## src/rtl/even_count_checker_sat_counter.sv

```systemverilog
// Saturating up-counter: increments on inc, holds at all-ones.
module sat_counter #(
  parameter int ERR_W = 4
) (
  input  logic             clk,
  input  logic             rst,
  input  logic             inc,
  output logic [ERR_W-1:0] count
);

  logic [ERR_W-1:0] count_q;
  logic [ERR_W-1:0] count_d;

  always_comb begin
    count_d = count_q;
    if (inc && (count_q != {ERR_W{1'b1}})) begin
      count_d = count_q + 1'b1;
    end
  end

  always_ff @(posedge clk) begin
    if (!rst) begin
      count_q <= '0;
    end else begin
      count_q <= count_d;
    end
  end

  assign count = count_q;

endmodule

```

## config.mk

```make
export PLATFORM = sky130hd
export DESIGN_NAME = sat_counter
export DESIGN_NICKNAME = d
export VERILOG_FILES = /design/src/rtl/even_count_checker_sat_counter.sv
export SDC_FILE = /design/constraint.sdc
export NUM_CORES = 1
export LEC_CHECK = 0
export ABC_AREA = 1
export CAP_MARGIN = 30
export CORE_AREA = 4 4 41 43
export CTS_CLUSTER_DIAMETER = 60
export DETAILED_ROUTE_END_ITERATION = 8
export DIE_AREA = 0 0 45 47
export PLACE_DENSITY = 0.32
export SLEW_MARGIN = 0
export SYNTH_ARGS = -nofsm -noshare
export SYNTH_HDL_FRONTEND = slang
export SYNTH_SLANG_ARGS = --single-unit
```

## constraint.sdc

```tcl
create_clock -name clk -period 1.4 [get_ports clk]
set_clock_uncertainty 0.05 [all_clocks]
set_input_delay 0.28 -clock clk [delete_from_list [all_inputs] [get_ports clk]]
set_output_delay 0.28 -clock clk [all_outputs]
set_load 0.05 [all_outputs]
```

Yosys cells after proc, flatten, opt, wreduce, memory -nomap -nowiden
Cells that the tools add are included.
{"block": "word_totals", "regBits": 4, "latch_bits": 0, "ram_bits": 0, "romBits": 0, "output_inout_bits": 4, "mem_count": 0}
{"block": "classes", "add_sub_neg": 1, "n_mul": 0, "div_mod_pow": 0, "n_lt_le_gt_ge": 0, "n_eq_ne": 1, "shift": 0, "n_mux": 0, "n_bitwise": 0, "reduce_logical": 1}
{"op": "adder 4 x 1 -> 4 bit (second input constant)", "count": 1}
{"op": "inequality test 4 bit (second input constant)", "count": 1}
{"op": "logical AND 1 bit", "count": 1}

Depth between registers and ports, before layout
Gate-level depths: netlist of run 1.
{"block": "depth", "depth_word": 2, "depth_mapped": 7, "mapped_depth_nobuf": 7}

Worst setup path after synthesis of run 1
Ideal clock, no wire load.
{"block": "synth_timing", "path_kind": "register to register", "start": "reg count_q[0], in the netlist count[0]", "end": "reg count_q[1], in the netlist count[1]", "setup_ns": 0.116, "arrival_time_ns": 1.346, "slack_ns": -0.111, "path_stages_with_launch": 7, "path_buffers": 0, "period_less_slack_ns": 1.511, "cell_sequence": "dfxtp_1 -> ha_1 -> nand3_2 -> nand2_2 -> inv_2 -> nor2_1 -> nor2_1"}
{"block": "synth_via", "elab_chain_cells": 2}
{"element": "from (decl)", "line_no": "11", "source": "logic [ERR_W-1:0] count_q;"}
{"element": "from (signal assigned)", "line_no": "25", "source": "count_q <= count_d;"}
{"element": "branches (longest 2 deep; another with adder 4 x 1 -> 4 bit)"}
Parallel ways; which one is timed is not known.
A chain may end at the register's enable or synchronous reset.

Final worst setup path of run 1
{"block": "layout_timing", "start": "reg count_q[2], in the netlist count[2]", "end": "out count[2]"}
{"element": "to (decl)", "line_no": "8", "source": "output logic [ERR_W-1:0] count"}
No word-level cell between the ends.

==> results.ini, run 1 <==
[status]
status = finished, final reports clean

[die]
dieArea_mm2 = 0.00212
dieWidth_um = 45
coreArea_mm2 = 0.00130
die_y_um = 47
start_util_pct = 15.5
core.rowCount = 13
boundaryPins = 7

[worst_setup_path]
path_cells = buf_12
cp_top_family = flip-flops
cp_num_buf_inv = 1
crit_type = reg2out
crit_required_ns = 1.07
worstPathMaxFanout = 6
crit_arrival_ns = 0.88
cp-start-kind = register
endpoint_kind = output pin
cp_slowest_cell = dfxtp_1
critPathMaxStageDelay_ns = 0.46

[routing]
avgRoutedWirePerCell_um = 9.23
via_per_inst = 4.13
drt-initial-drc-count = 3
ant_nets = 0
via_count = 219
remaining_drc_errors = 0
dr.pass1.iters = 2
wl_um = 489

[job]
maxCapViolCount = 0

[sta]
fin_ws_ns = 0.193
tns_ns = 0
hold_ws_ns = 0.486
min_period_ns = 1.21
relSlewSlack_pct = 81.7
fmax_ghz = 0.829
fin_crit_sh_pct = 86.2
drv_slew = 0
grt_setup_unrepaired = no
finalSetupViolCount = 0
hold_viol_final = 0
tightest_slew_ns = 0.274

[final_layout]
stdcell_count = 53
final_cell_mix = 9 x nor2_1, 4 x nand2_1, 4 x buf_12
num_antenna_cells = 0
largest_reg_flops = 4
final_layout_size_suffix_gt1_share_pct = 34.2
num-nets-final = 44
area_growth_pct = 71.4
fillers = 153
final_core_util_pct = 26.5
fin_area_um2 = 345
mostFrequentLayoutCell = nor2_1

[synth]
yosys_warnings = 0
yosysSeqAreaShare_pct = 39.8
ys_top_cells_by_area = dfxtp_1 40%, nor2_1 17%, nand2_1 7.5%, ha_1 6.2%, nand2_2 6.2%
synth_area_um2 = 201
yosys.area.top_type = dfxtp_1
yosys_register_bits = 4
synthCells = 29
yosysTopAreaCellShare_pct = 39.8
syn_avg_cell_area_um2 = 6.95
yosysUniqueCellTypes = 13
syn_nets = 33

[place]
dp.cells = 50
detailed_place_hpwl_um = 386
portBuffers = 6
dp_slack_ns = 0.118
placedInstanceArea_um2 = 323
globalplace.congestion = 0.594

[clocking]
clockRootBuffer = clkbuf_4
clock_latency_ns = 0.23
ctsHoldBuffers = 0
clk_path_buf_depth = 2
clock_sinks = 4
h-tree-depth = 1
numCtsBuffers = 3
cts_resized = 0
post_cts_buffers = 0
clk_pin_slew_ns = 0.04
tritoncts = built

[pwr]
vdd_drop_max_uv = 515
p_leak_nw = 0.139
p_per_area_mw_per_mm2 = 991
power_mw = 0.342

[worst_hold_path]
min-delay-path-class = reg2reg

[global_routing]
antenna_found_initial = 0
grt_max_degree = 7
grt_overflow_total = 0
grt_pass1_vias = 208
grt_pass1_wl_um = 779
grt_usage_pct = 6.09

## power by group
| group | internal (mW) | switching, mW | total [mW] |
|---|---|---|---|
| Combinational | 0.0328 | 0.0347 | 0.0675 |
| Sequential | 0.121 | 0.0115 | 0.133 |
| Clock | 0.0958 | 0.0460 | 0.142 |
| Total | 0.250 | 0.0923 | 0.342 |
## synthesized netlist by cell type (all sizes together)
library cell	count
nor2	9
a21oi	1
inv	3
nand2	6
nand3	2
ha	1
nand4	1
nor3	1
dfxtp	4
o21ai	1
## path summary, 6_finish.rpt
check	start	endpoint	slack, ns	cells past startpoint
setup / recovery	count[2]	count[2]	0.19	1
hold / removal	count[1]	count[1]	0.49	2
setup reg to reg	count[0]	count[1]	0.22	6
hold reg to reg	count[1]	count[1]	0.49	2
## per-layer routing
| layer | track usage (%) | vias up | wire (um) |
|---|---|---|---|
| met5 | 0 | - | 0 |
| met4 | 3.51 | 0 | 4 |
| met3 | 7.28 | 2 | 46 |
| met2 | 8.47 | 7 | 220 |
| met1 | 5.01 | 98 | 218 |
| li1 | - | 112 | - |
## cells by family after synthesis
logic type / after synthesis / share of synthesized area, %
AO/OA/AOI/OAI: 2 / 4.96
adder cells (fa/ha/maj): 1 / 6.21
buffers and inverters: 3 / 5.59
AND/OR/NAND/NOR: 19 / 43.5
flip-flops: 4 / 39.8
## final cells by class
class | count | area, um^2 | share of cell area (%)
flip-flops and latches | 4 | 82.6 | 23.9
well taps | 15 | 18.8 | 5.43
repair buffers | 6 | 100 | 29.0
clock buffers | 3 | 22.5 | 6.52
inverters | 3 | 11.3 | 3.26
multi-input cells | 22 | 110 | 31.9
(Power assumes the default switching activity.)
==> inputs of run 2 (changes only) <==
--- a/config.mk
+++ b/config.mk
@@ -11,6 +11,7 @@
 export CTS_CLUSTER_DIAMETER = 60
 export DETAILED_ROUTE_END_ITERATION = 8
 export DIE_AREA = 0 0 45 47
+export GPL_TIMING_DRIVEN = 0
 export PLACE_DENSITY = 0.32
 export SLEW_MARGIN = 0
 export SYNTH_ARGS = -nofsm -noshare
==> run 2 against run 1 <==
  * Register-to-register slack improved by 0.03 ns
  * Via count is 1.8% higher
  * Clock-buffer cell count did not move
  * Critical path type unchanged
  * Critical endpoint is now count[0]
==> results.ini, run 2 (synthesized netlist as in run 1, its figures left out) <==
[status]
status = finished, final reports clean

[sta]
grt_setup_unrepaired = no
hold_ws_ns = 0.460
relSlewSlack_pct = 81.2
fmax_ghz = 0.749
finalSetupViolCount = 0
fin_crit_sh_pct = 95.3
drv_slew = 0
tightest_slew_ns = 0.283
hold_viol_final = 0
fin_ws_ns = 0.0655
min_period_ns = 1.33

[final_layout]
mostFrequentLayoutCell = nor2_1
area_growth_pct = 47.8
final_core_util_pct = 22.9
seq_area_um2 = 82.6
num_antenna_cells = 0
fin_area_um2 = 298
num-nets-final = 44
stdcell_count = 53
fillers = 157
multi_input_area_um2 = 110
largest_reg_flops = 4
final_cell_mix = 9 x nor2_1, 4 x nand2_1, 3 x clkbuf_4
final_layout_size_suffix_gt1_share_pct = 34.2

[global_routing]
grt_usage_pct = 6.48
antenna_found_initial = 0
grt_pass1_wl_um = 834
grt_pass1_vias = 195
grt_max_degree = 7
grt_overflow_total = 0

[clocking]
numCtsBuffers = 3
ctsHoldBuffers = 0
clock_latency_ns = 0.24
clockRootBuffer = clkbuf_4
clock_sinks = 4
tritoncts = built
clk_pin_slew_ns = 0.04
h-tree-depth = 1
clk_path_buf_depth = 2

[routing]
wl_um = 489
remaining_drc_errors = 0
ant_nets = 0
dr.pass1.iters = 4
via_count = 223
drt-initial-drc-count = 10
wirelength_met1_um = 223
met3_length_um = 66
dr_wl_met2_um = 195
highest-signal-layer = met4
via_per_inst = 4.21
avgRoutedWirePerCell_um = 9.23

[place]
globalplace.congestion = 0.642
dp_slack_ns = -0.178
placedInstanceArea_um2 = 283
portBuffers = 6
detailed_place_hpwl_um = 351
dp.cells = 50

[worst_setup_path]
cp-start-kind = register
crit_required_ns = 1.07
critPathMaxStageDelay_ns = 0.39
crit_arrival_ns = 1.00
cp_slowest_cell = clkdlybuf4s15_2
cp_top_family = buffers and inverters
path_cells = clkdlybuf4s15_2
crit_type = reg2out
cp_num_buf_inv = 1
endpoint_kind = output pin
worstPathMaxFanout = 6

[die]
die_y_um = 47
boundaryPins = 7
dieArea_mm2 = 0.00212
start_util_pct = 15.5
dieWidth_um = 45
coreArea_mm2 = 0.00130
core.rowCount = 13

[job]
maxCapViolCount = 0

[pwr]
p_leak_nw = 0.125
vdd_drop_max_uv = 407
p_per_area_mw_per_mm2 = 1120

[worst_hold_path]
min-delay-path-class = reg2reg

## run 2: power breakdown
group	internal (mW)	switching (mW)
clock	0.0963	0.0535
sequential	0.121	0.00812
combinational	0.0194	0.0348
## run 2: area by class of cell
type	instances	share of cell area (%)
Multi-Input combinational cell	22	37.0
Sequential cell	4	27.7
Timing Repair Buffer	6	17.6
Clock buffer	3	7.56
Tap cell	15	6.30
Inverter	3	3.78
## run 2: what timing repair did
action,in CTS,in global routing
resized for setup,13,3
setup buffers,0,0
endpoints found under the setup margin,4,2
## run 2: path summary, 6_finish.rpt
path / from / end / slack, ns / cells after the start
worst max-delay path: count[0] / count[0] / 0.07 / 1
worst min-delay path: count[1] / count[1] / 0.46 / 2
worst max register to register: count[0] / count[3] / 0.25 / 6
worst min register to register: count[1] / count[1] / 0.46 / 2
## run 2: stage by stage
stage / TNS [ns] / power [mW]
final: 0 / 0.333
after global routing: 0 / 0.364
after CTS: 0 / 0.341
after detailed placement: -0.493 / 0.188
after global placement: -0.503 / 0.187
after floorplan: 0 / 0.165
## run 2: layer usage
| metal | vias to the layer above | track usage, % |
|---|---|---|
| met4 | 0 | 5.26 |
| met1 | 99 | 5.91 |
| met5 | - | 0 |
| met3 | 2 | 7.28 |
| li1 | 113 | - |
| met2 | 9 | 7.91 |
## run 2: worst reg2reg max path, delay by kind of cell (launching register included)
family / cells / cell delay, ns
simple gates: 5 / 0.39
flops: 1 / 0.37
fa+ha+maj: 1 / 0.23
==> inputs of run 3 (changes only) <==
--- a/config.mk
+++ b/config.mk
@@ -13,6 +13,7 @@
 export DIE_AREA = 0 0 45 47
 export GPL_TIMING_DRIVEN = 0
 export PLACE_DENSITY = 0.32
+export SETUP_SLACK_MARGIN = 0.1
 export SLEW_MARGIN = 0
 export SYNTH_ARGS = -nofsm -noshare
 export SYNTH_HDL_FRONTEND = slang
==> run 3 against run 2 <==
  * Final cell count did not move
  * Final area decreased by 2.5%
  * Critical path depth stayed put
  * Wire length shrank 0.20%
  * Largest power group unchanged
  * Highest routed layer unchanged
==> results.ini, run 3 (synthesized netlist as in run 1, its figures left out) <==
[die]
start_util_pct = 15.5
coreArea_mm2 = 0.00130
die_y_um = 47
boundaryPins = 7
dieArea_mm2 = 0.00212
dieWidth_um = 45
core.rowCount = 13

[place]
globalplace.congestion = 0.642
dp_slack_ns = -0.178
portBuffers = 6
detailed_place_hpwl_um = 351

[sta]
hold_ws_ns = 0.459
fin_crit_sh_pct = 88.0
tightest_slew_ns = 0.250
fin_ws_ns = 0.167
hold_viol_final = 0
tns_ns = 0
finalSetupViolCount = 0
grt_setup_unrepaired = no
relSlewSlack_pct = 83.4
fmax_ghz = 0.811
drv_slew = 0
min_period_ns = 1.23

[clocking]
clockRootBuffer = clkbuf_4
post_cts_buffers = 0
numCtsBuffers = 3
tritoncts = built
ctsHoldBuffers = 0
clock_latency_ns = 0.24
clk_path_buf_depth = 2
h-tree-depth = 1
clock_sinks = 4
clk_pin_slew_ns = 0.04

[final_layout]
num-nets-final = 44
final_layout_size_suffix_gt1_share_pct = 34.2
num_antenna_cells = 0
final_core_util_pct = 22.3
final_cell_mix = 9 x nor2_1, 4 x nand2_1, 4 x clkbuf_4
mostFrequentLayoutCell = nor2_1
area_growth_pct = 44.1
largest_reg_flops = 4

[worst_setup_path]
crit_arrival_ns = 0.90
rr_endpoint = count[3]
worstSetupStartpoint = count[2]
worstPathMaxFanout = 6
endpoint = count[2]
cp-start-kind = register
critPathMaxStageDelay_ns = 0.42
cp.depth = 1
endpoint_kind = output pin
crit_type = reg2out
cp_top_family = flip-flops
cp_num_buf_inv = 1
r2r_slack_ns = 0.26
path_cells = buf_4
r2r_start = count[0]
cp_slowest_cell = dfxtp_1
r2r_cells = 6
crit_required_ns = 1.07

[job]
maxCapViolCount = 0

[pwr]
power_mw = 0.330
vdd_drop_max_uv = 395
p_leak_nw = 0.125
p_per_area_mw_per_mm2 = 1140

[global_routing]
antenna_found_initial = 0
grt_pass1_vias = 195
grt_usage_pct = 6.56
grt_pass1_wl_um = 848
grt_overflow_total = 0
grt_max_degree = 7

[worst_hold_path]
min-delay-path-class = reg2reg

[routing]
drt-initial-drc-count = 10
avgRoutedWirePerCell_um = 9.21
via_per_inst = 4.21
remaining_drc_errors = 0
wl_um = 488
dr.pass1.iters = 4
ant_nets = 0
via_count = 223

[status]
status = finished, final reports clean

run 3: per-layer routing:
layer  global-route usage, %  share of wire, %  wire, um
met5                       0                 0         0
met4                    5.26              0.82         4
met1                    6.14                45       222
met3                    7.28                13        65
met2                    7.91                40       196
run 3: power breakdown:
group | total, mW | internal [mW] | switching, mW
clock | 0.149 | 0.0963 | 0.0529
combinational | 0.0516 | 0.0168 | 0.0348
sequential | 0.129 | 0.121 | 0.00798
total | 0.330 | 0.234 | 0.0957
run 3: what timing repair did:
action	in CTS	in global routing
gates cloned	0	0
gates resized for setup	20	3
setup endpoints to repair	4	2
endpoints found under the hold margin	0	0
run 3: cell type report:
class / instances / area [um^2]
sequential: 4 / 82.6
clock buffer: 3 / 22.5
tap: 15 / 18.8
timing repair buffer: 6 / 45.0
fill: 154 / 1010
multi-input combinational: 22 / 110
inverter: 3 / 11.3
run 3: worst min-delay path by stage:
stage	startpoint	end	slack, ns	cells after the start
after floorplan	rst	count[0]	0.34	2
after global placement	count[1]	count[1]	0.46	2
after detailed placement	count[1]	count[1]	0.46	2
after CTS	count[1]	count[1]	0.46	2
after global routing	count[1]	count[1]	0.47	2
final	count[1]	count[1]	0.46	2
run 3: stage by stage:
| step | area [um^2] | cells |
|---|---|---|
| floorplan | 204 | 29 |
| global placement | 283 | 50 |
| detailed placement | 283 | 50 |
| CTS | 285 | 53 |
| global route | 290 | 53 |
| finish | 290 | 53 |
run 3: tightest hold or removal path: stages (launching register included):
cell,delay (ns)
dfxtp_2,0.33
nor2_1,0.10
nor2_1,0.05
